**config.mk**
```make
export PLATFORM = sky130hd
export DESIGN_NAME = layer_sequencer_flat
export DESIGN_NICKNAME = d
export VERILOG_FILES = /design/src/rtl/nn_pkg.sv /design/src/rtl/layer_sequencer_if.sv /design/src/rtl/layer_sequencer_drain_timer.sv /design/src/rtl/layer_sequencer.sv /design/src/flat_wrapper.sv
export SDC_FILE = /design/constraint.sdc
export NUM_CORES = 1
export LEC_CHECK = 0
export BUFFER_PORTS_ARGS = -buffer_cell sky130_fd_sc_hd__buf_2
export CAP_MARGIN = 10
export CORE_ASPECT_RATIO = 0.6
export CORE_MARGIN = 3
export CORE_UTILIZATION = 37
export CTS_BUF_LIST = sky130_fd_sc_hd__clkbuf_8
export DETAILED_ROUTE_END_ITERATION = 10
export SYNTH_ARGS = -nofsm -noshare
export SYNTH_HDL_FRONTEND = slang
export SYNTH_SLANG_ARGS = --single-unit
```
**constraint.sdc**
```tcl
create_clock -name clk -period 2.5 [get_ports clk]
set_input_delay 0.25 -clock clk [delete_from_list [all_inputs] [get_ports clk]]
set_output_delay 0.25 -clock clk [all_outputs]
set_load 0.05 [all_outputs]
```
**src/rtl/nn_pkg.sv**
```systemverilog
// Shared constants and state encoding for the two-layer inference sequencer.
package nn_pkg;

  localparam int N_IN   = 784;
  localparam int N_HID  = 32;
  localparam int N_OUT  = 10;
  localparam int DRAIN1 = 2;
  localparam int DRAIN2 = 2;
  localparam int CNT_W  = 32;

  typedef enum logic [2:0] {
    IDLE     = 3'd0,
    L1_RUN   = 3'd1,
    L1_DRAIN = 3'd2,
    L2_RUN   = 3'd3,
    L2_DRAIN = 3'd4,
    DONE     = 3'd5
  } seq_state_t;

endpackage

```
**src/rtl/layer_sequencer_if.sv**
```systemverilog
// Control and image-stream bundle between the sequencer and its host / systolic arrays.
interface layer_sequencer_if;

  logic        go;
  logic        abort;
  logic        img_valid;
  logic        img_ready;
  logic        start1;
  logic        stop1;
  logic        start2;
  logic        stop2;
  logic [31:0] counter1;
  logic [31:0] counter2;
  logic        busy;
  logic        done;

  modport slave (
    input  go, abort, img_valid,
    output img_ready, start1, stop1, start2, stop2, counter1, counter2, busy, done
  );

  modport master (
    output go, abort, img_valid,
    input  img_ready, start1, stop1, start2, stop2, counter1, counter2, busy, done
  );

endinterface

```
**src/rtl/layer_sequencer_drain_timer.sv**
```systemverilog
// Loadable down-counter with a zero flag; shared by both systolic flush phases.
module drain_timer #(
  parameter int W = 32
) (
  input  logic         clk,
  input  logic         reset,
  input  logic         clr,
  input  logic         load,
  input  logic [W-1:0] load_val,
  input  logic         dec,
  output logic         zero
);

  logic [W-1:0] count_r;

  // Count register: clear beats load, load beats decrement, never underflows
  always_ff @(posedge clk or negedge reset) begin
    if (!reset) begin
      count_r <= {W{1'b0}};
    end else if (clr) begin
      count_r <= {W{1'b0}};
    end else if (load) begin
      count_r <= load_val;
    end else if (dec && (count_r != {W{1'b0}})) begin
      count_r <= count_r - {{(W-1){1'b0}}, 1'b1};
    end else begin
      count_r <= count_r;
    end
  end

  assign zero = (count_r == {W{1'b0}});

endmodule

```
**src/rtl/layer_sequencer.sv**
```systemverilog
// Sequences one inference: pixel stream into layer 1, flush, hidden sweep into layer 2, flush, done.
module layer_sequencer #(
  parameter int N_IN   = nn_pkg::N_IN,
  parameter int N_HID  = nn_pkg::N_HID,
  parameter int DRAIN1 = nn_pkg::DRAIN1,
  parameter int DRAIN2 = nn_pkg::DRAIN2
) (
  input  logic             clk,
  input  logic             reset,
  layer_sequencer_if.slave bus
);

  import nn_pkg::*;

  if ((DRAIN1 < 1) || (DRAIN2 < 1)) begin : g_bad_drain
    $error("layer_sequencer: DRAIN1 and DRAIN2 must both be at least 1");
  end

  seq_state_t  state_r, state_nxt_s;
  logic [31:0] c1_r, c1_nxt_s;
  logic [31:0] c2_r, c2_nxt_s;
  logic        stop1_r, stop2_r;
  logic        t_load_s, t_dec_s, t_zero_s;
  logic [31:0] t_val_s;
  logic        accept_s;

  assign accept_s = (state_r == L1_RUN) && bus.img_valid;

  // Next-state, counter and drain-timer control; abort overrides everything
  always_comb begin
    state_nxt_s = state_r;
    c1_nxt_s    = c1_r;
    c2_nxt_s    = c2_r;
    t_load_s    = 1'b0;
    t_val_s     = 32'd0;
    t_dec_s     = 1'b0;
    if (bus.abort) begin
      state_nxt_s = IDLE;
      c1_nxt_s    = 32'd0;
      c2_nxt_s    = 32'd0;
    end else begin
      case (state_r)
        IDLE: begin
          if (bus.go) begin
            state_nxt_s = L1_RUN;
            c1_nxt_s    = 32'd0;
            c2_nxt_s    = 32'd0;
          end else begin
            state_nxt_s = IDLE;
          end
        end
        L1_RUN: begin
          if (accept_s && (c1_r == 32'(N_IN - 1))) begin
            state_nxt_s = L1_DRAIN;
            t_load_s    = 1'b1;
            t_val_s     = 32'(DRAIN1 - 1);
          end else if (accept_s) begin
            c1_nxt_s = c1_r + 32'd1;
          end else begin
            c1_nxt_s = c1_r;
          end
        end
        L1_DRAIN: begin
          if (t_zero_s) begin
            state_nxt_s = L2_RUN;
          end else begin
            t_dec_s = 1'b1;
          end
        end
        L2_RUN: begin
          if (c2_r == 32'(N_HID - 1)) begin
            state_nxt_s = L2_DRAIN;
            t_load_s    = 1'b1;
            t_val_s     = 32'(DRAIN2 - 1);
          end else begin
            c2_nxt_s = c2_r + 32'd1;
          end
        end
        L2_DRAIN: begin
          if (t_zero_s) begin
            state_nxt_s = DONE;
          end else begin
            t_dec_s = 1'b1;
          end
        end
        DONE:    state_nxt_s = IDLE;
        default: state_nxt_s = IDLE;
      endcase
    end
  end

  // State, counters and first-drain-cycle pulses
  always_ff @(posedge clk or negedge reset) begin
    if (!reset) begin
      state_r <= IDLE;
      c1_r    <= 32'd0;
      c2_r    <= 32'd0;
      stop1_r <= 1'b0;
      stop2_r <= 1'b0;
    end else begin
      state_r <= state_nxt_s;
      c1_r    <= c1_nxt_s;
      c2_r    <= c2_nxt_s;
      stop1_r <= (state_nxt_s == L1_DRAIN) && (state_r != L1_DRAIN);
      stop2_r <= (state_nxt_s == L2_DRAIN) && (state_r != L2_DRAIN);
    end
  end

  drain_timer #(.W(32)) u_drain (
    .clk      (clk),
    .reset    (reset),
    .clr      (bus.abort),
    .load     (t_load_s),
    .load_val (t_val_s),
    .dec      (t_dec_s),
    .zero     (t_zero_s)
  );

  assign bus.img_ready = (state_r == L1_RUN);
  assign bus.start1    = accept_s;
  assign bus.stop1     = stop1_r;
  assign bus.start2    = (state_r == L2_RUN);
  assign bus.stop2     = stop2_r;
  assign bus.counter1  = c1_r;
  assign bus.counter2  = c2_r;
  assign bus.busy      = (state_r != IDLE);
  assign bus.done      = (state_r == DONE);

endmodule

```
**src/flat_wrapper.sv**
```systemverilog
// flat-port wrapper written by rule: the top's interface ports become plain ports
module layer_sequencer_flat import nn_pkg::*;
#(
  parameter int N_IN   = nn_pkg::N_IN,
  parameter int N_HID  = nn_pkg::N_HID,
  parameter int DRAIN1 = nn_pkg::DRAIN1,
  parameter int DRAIN2 = nn_pkg::DRAIN2
)
  (clk, reset, bus_go, bus_abort, bus_img_valid, bus_img_ready, bus_start1, bus_stop1, bus_start2, bus_stop2, bus_counter1, bus_counter2, bus_busy, bus_done);
  layer_sequencer_if bus_i ();
  input  logic clk;
  input  logic reset;
  input wire logic [$bits(bus_i.go)-1:0] bus_go;
  input wire logic [$bits(bus_i.abort)-1:0] bus_abort;
  input wire logic [$bits(bus_i.img_valid)-1:0] bus_img_valid;
  output wire logic [$bits(bus_i.img_ready)-1:0] bus_img_ready;
  output wire logic [$bits(bus_i.start1)-1:0] bus_start1;
  output wire logic [$bits(bus_i.stop1)-1:0] bus_stop1;
  output wire logic [$bits(bus_i.start2)-1:0] bus_start2;
  output wire logic [$bits(bus_i.stop2)-1:0] bus_stop2;
  output wire logic [$bits(bus_i.counter1)-1:0] bus_counter1;
  output wire logic [$bits(bus_i.counter2)-1:0] bus_counter2;
  output wire logic [$bits(bus_i.busy)-1:0] bus_busy;
  output wire logic [$bits(bus_i.done)-1:0] bus_done;
  assign bus_i.go = bus_go;
  assign bus_i.abort = bus_abort;
  assign bus_i.img_valid = bus_img_valid;
  assign bus_img_ready = bus_i.img_ready;
  assign bus_start1 = bus_i.start1;
  assign bus_stop1 = bus_i.stop1;
  assign bus_start2 = bus_i.start2;
  assign bus_stop2 = bus_i.stop2;
  assign bus_counter1 = bus_i.counter1;
  assign bus_counter2 = bus_i.counter2;
  assign bus_busy = bus_i.busy;
  assign bus_done = bus_i.done;
  layer_sequencer #(.N_IN(N_IN), .N_HID(N_HID), .DRAIN1(DRAIN1), .DRAIN2(DRAIN2)) u_core (.clk(clk), .reset(reset), .bus(bus_i));
endmodule
```
# Yosys cells after proc, flatten, opt, wreduce, memory -nomap -nowiden
# Index checks and enable logic that the tools add are counted.
# totals
reg_bits,101
in_bits,5
output_inout_bits,71
word_cells,67
# classes
addsub,3
n_eq_ne,15
n_mux,28
reduce_logical,15
# ops
op,n
32-bit two-way mux,9
32-bit case mux with 2 select lines,3
32-bit by 1-bit adder with 32-bit output (second input constant),2
32-bit by 10-bit equality test with 1-bit output (second input constant),1
32-bit by 5-bit equality test with 1-bit output (second input constant),1
32-bit logical NOT,1
32-bit nonzero test,1
32-bit by 1-bit subtractor with 32-bit output (second input constant),1
3-bit two-way mux,5
3-bit case mux with 5 select lines,1
3-bit != test (second input constant),4
3-bit nonzero test,4
3-bit by 2-bit equality test with 1-bit output (second input constant),3
3-bit equality test (second input constant),3
1-bit two-way mux,9
3-bit by 2-bit != test with 1-bit output (second input constant),2
1-bit logical AND,5
4-bit AND reduction,1
3-bit by 1-bit equality test with 1-bit output (second input constant),1
3-bit logical NOT,1
3-bit AND reduction,1
1-bit case mux with 2 select lines,1
2-bit OR reduction,1

# Logic depth before layout (Yosys ltp)
# logic_depth
ltp_word,8
ltp_mapped,10
mapped_depth_nobuf,7

# By module
# From an unflattened synthesis, not the netlist that was laid out.
# unflattened
hier_cells,667
area_unflattened_um2,6082.1
# by_module_without_submodules
module,instances,cells_each,area_each_um2,seq_area_each_um2
layer_sequencer,1,434,3912.5,1726.7
drain_timer,1,233,2169.6,800.8

# Least setup slack after synthesis
# No wires, ideal clock.
# synth_path
kind,register -> register
startpoint,register u_core.state_r[2]
endpoint,register u_core.c1_r[23] (netlist: u_core.bus.counter1[23])
setup_time_ps,78
arrival_ps,2566
t_required_ps,2422
setup_slack_ps,-144
path_stages_with_launch,9
path_buffers,1
period_less_slack_ps,2644
cell_sequence,dfrtp_1 -> buf_2 -> nor3b_4 -> nand2_2 -> clkinv_1 -> nor2_4 -> or2_1 -> or4_1 -> a21oi_1
# synth_via
elab_chain_cells,5
elab_cells_between_ends,11
cone_classes,4 x eq/ne; 2 x mux; 5 x reduce/logical
# synth_rtl
element,line,source
from (decl),layer_sequencer.sv:19,"seq_state_t state_r, state_nxt_s;"
from (signal assigned),layer_sequencer.sv:101,state_r <= state_nxt_s;
3-bit by 1-bit equality test with 1-bit output *,--,
named net bus_img_ready,flat_wrapper.sv:16,output wire logic [$bits(bus_i.img_ready)-1:0] bus_img_ready;
1-bit logical AND *,layer_sequencer.sv:27,assign accept_s = (state_r == L1_RUN) && bus.img_valid;
named net bus_start1,flat_wrapper.sv:17,output wire logic [$bits(bus_i.start1)-1:0] bus_start1;
1-bit logical AND,layer_sequencer.sv:53,if (accept_s && (c1_r == 32'(N_IN - 1))) begin
3-bit != test (no source line),--,
4-bit AND reduction (no source line) *,--,
to (signal assigned),layer_sequencer.sv:102,c1_r <= c1_nxt_s;
to (decl),layer_sequencer.sv:20,"logic [31:0] c1_r, c1_nxt_s;"
# The timed path passes the listed nets; every way through them passes the cells marked *.
# A chain may end at the register's enable or synchronous reset.

# Worst setup path in the final report
# layout_path
startpoint,register u_core.c1_r[0] (netlist: u_core.bus.counter1[0])
endpoint,register u_core.c1_r[28] (netlist: u_core.bus.counter1[28])
# layout_via
elab_chain_cells,5
elab_cells_between_ends,9
cone_classes,1 x add/sub; 2 x eq/ne; 4 x mux; 2 x reduce/logical
# layout_rtl
element,line,source
32-bit by 1-bit adder with 32-bit output,layer_sequencer.sv:58,c1_nxt_s = c1_r + 32'd1;
32-bit two-way mux,layer_sequencer.sv:57,end else if (accept_s) begin
32-bit two-way mux,layer_sequencer.sv:53,
32-bit case mux with 2 select lines,layer_sequencer.sv:42,case (state_r)
32-bit two-way mux,layer_sequencer.sv:37,if (bus.abort) begin
# Parallel ways exist; a longest one is shown, timed or not. The select of a mux whose other input is x is not followed.

==> results_dict.tcl <==
set metrics [dict create \
    io_pins 76 \
    fp-row-count 34 \
    clock.fmax_mhz 417 \
    fin_skew_ns 0.0201 \
    synth_top_area_cell "dfrtp_1" \
    drc 0 \
    synth-simple-area-share_pct 31.7 \
    maxCapViolations 0 \
    crit_path_start_kind "flip-flop" \
    power.leakage_nw 2.97 \
    routed_wl_mm 16.4 \
    vdd_drop_max_uv 224 \
    die_y_um 101 \
    cts.clk_slew.worst_paths_ns 0.10 \
    crit_required_ns 2.77 \
    core_area_um2 14700 \
    hp-start "bus_abort" \
    post-place-ws_ns 0.135 \
    min_period_over_period_pct 96.0 \
    worst_setup_path_end_kind "flip-flop" \
    status "completed" \
    crit_fanout 9 \
    ant_nets 0 \
    placed_area_um2 6380 \
    cts_tree "yes" \
    vias_per_cell 5.69 \
    start_util_pct 38.3 \
    area_growth_syn_to_layout_pct 18.0 \
    ys.flop_type "dfrtp_1" \
    worstReg2RegEnd "u_core.bus.counter1[28]$_DFFE_PN0P_" \
    htreeDepth 3 \
    grtUsageTotal_pct 19.8 \
    setup_slack_ns 0.0996 \
    synthTopCellsByArea "dfrtp_1, nor2_1, xnor2_1, nor4_1, xor2_1" \
    die_w_um 165 \
    antennaDiodeCount 0 \
    setup-tns-final_ns 0 \
    wl_per_cell_um 17.7 \
    hpwlAfterDp_mm 11.7 \
    die_area_um2 16700 \
    dr_total_vias 5252 \
    timing.max_slew.rel_slack_pct 54.6 \
    synth_compound_area_share_pct 10.2 \
    cts_buffer_depth 2 \
    synth_seq_area_share_pct 45.0 \
    finalSetupViolCount 0 \
    grt_pass1_vias 4898 \
    yosys.area_share.xor_xnor_pct 8.73 \
    holdPathStages 2 \
    grt_antenna_before_repair 0 \
    clk_latency_ns 0.39 \
    grt_pass1_wl_mm 26.1 \
    synth_edf_count 0 \
    fin_crit_ns 2.40 \
    worst_slew_pin_slew_ns 0.681 \
    hold_class "input pin to flip-flop" \
    hold_end "u_core.bus.counter1[1]$_DFFE_PN0P_" \
    synth-seq-cells 101 \
    syn_inst 626 \
    gp_congestion 0.939 \
    syn_avg_cell_area_um2 8.97 \
    nets 728 \
    r2r_cells 8 \
    finalHoldViolCount 0 \
    reg2reg_from "u_core.bus.counter1[0]$_DFFE_PN0P_" \
    drive_above_1_share_pct 19.2 \
    synthArstFlopShare_pct 100 \
    crit_type "flip-flop to flip-flop" \
    r2r_slack_ns 0.1 \
    p_total_mw 2.96 \
    cts_inserted_buffers 9 \
    syn_area_um2 5620 \
    ys.warnings.count 0 \
    synth-adder-area-share_pct 0.668 \
    ctsRootBufferMaster "clkbuf_8" \
    muxShareOfSynthArea_pct 0.535 \
    io_buffers 75 \
    drv_slew 0 \
    cts_num_sinks 101 \
    syn_nets 634 \
    yosysMostFrequentCell "dfrtp_1" \
    overflow 0 \
    grt_max_degree 51 \
    power.density_nw_per_um2 447 \
    finalInstanceArea_um2 6630 \
    cp.arrival_ns 2.67 \
    yosysUniqueCellTypes 57 \
    synth_common_cells "dfrtp_1, nor2_1, nand2_1" \
    drt_iter0_drc 489 \
    synth_top_family_by_area "simple AND/OR/NAND/NOR gates" \
    dr.pass1.iters 5 \
    yosysTopAreaCellShare_pct 45.0 \
    whs_ns 0.142 \
]
-- cell families after synthesis --
| kind of cell | after synthesis |
|---|---|
| xor gates and xnor gates | 56 |
| buffers and inverters | 38 |
| and+or+nand+nor | 332 |
| DFF | 101 |
| muxes | 3 |
| AOI/OAI and AO/OA | 93 |
| adders and majority gates | 3 |
-- final cells by class --
type	count	area (um2)
multi-input combinational	487	2940
clock buffer	9	124
fill	1445	8050
inverter	12	50.0
tap	198	248
clock inverter	7	72.6
timing repair buffer	109	661
sequential	101	2530
-- placed cells by master (no fill, tap or decap), drive strengths merged, types with 10 or more instances in the layout --
master  count
buf       108
dfrtp     101
nor2       89
nand2      45
nor4       43
nand3      34
xnor2      33
o21ai      32
nand4      31
nor3       25
xor2       23
a21oi      21
or3        18
inv        15
o31ai      13
and3       10
-- flip-flops by register name, summed over array words and instances (netlist names) --
register,flops
u_core.state_r,3
u_core.bus.stop1,1
u_core.bus.stop2,1
u_core.bus.counter2,32
u_core.bus.counter1,32
u_core.u_drain.count_r,32
-- worst max-delay path: stages (launching register included) --
cell     delay (ns)
dfrtp_2        0.46
ha_1           0.28
and3_1         0.26
nand4_1        0.13
nor4_4         0.06
buf_4          0.18
nor4_4         0.45
nand2_1        0.17
o41ai_1        0.29
-- power breakdown --
part           internal [mW]  switching, mW
Clock                  0.469          0.621
Sequential              1.64        0.00800
Combinational         0.0600          0.170
Total                   2.17          0.799
-- how the worst max path moves through the flow --
stage	start	endpoint	depth (start not counted)
after floorplan	u_core.state_r[2]$_DFF_PN0_	u_core.bus.counter1[23]$_DFFE_PN0P_	8
after global placement	u_core.bus.counter2[17]$_DFFE_PN0P_	u_core.bus.stop1$_DFF_PN0_	6
after detailed placement	u_core.state_r[1]$_DFF_PN0_	u_core.bus.counter2[30]$_DFFE_PN0P_	7
after CTS	u_core.bus.counter2[17]$_DFFE_PN0P_	u_core.bus.stop1$_DFF_PN0_	6
after global routing	u_core.bus.counter2[5]$_DFFE_PN0P_	u_core.bus.counter2[30]$_DFFE_PN0P_	6
final	u_core.bus.counter1[0]$_DFFE_PN0P_	u_core.bus.counter1[28]$_DFFE_PN0P_	8
-- timing repair --
item                                    in CTS  in global routing
setup buffers                                0                  2
gates resized for setup                      0                  5
hold buffers                                 1                  0
endpoints found under the hold margin       48                  0
endpoints found under the setup margin       0                 11
-- layer usage --
metal  global-route usage, %  routed length (um)
met4                    5.03                 148
met1                    30.2                8000
met2                    26.6                6650
met5                       0                   0
met3                    6.33                1560
-- per-stage QoR --
stage          std cells  utilization, %
2_1_floorplan        626               -
3_3_place_gp         904            43.5
3_5_place_dp         904            43.5
4_1_cts              921            44.9
5_1_grt              923            45.1
6_report             923            45.1
Note: power is estimated with default switching activity, not from simulation.
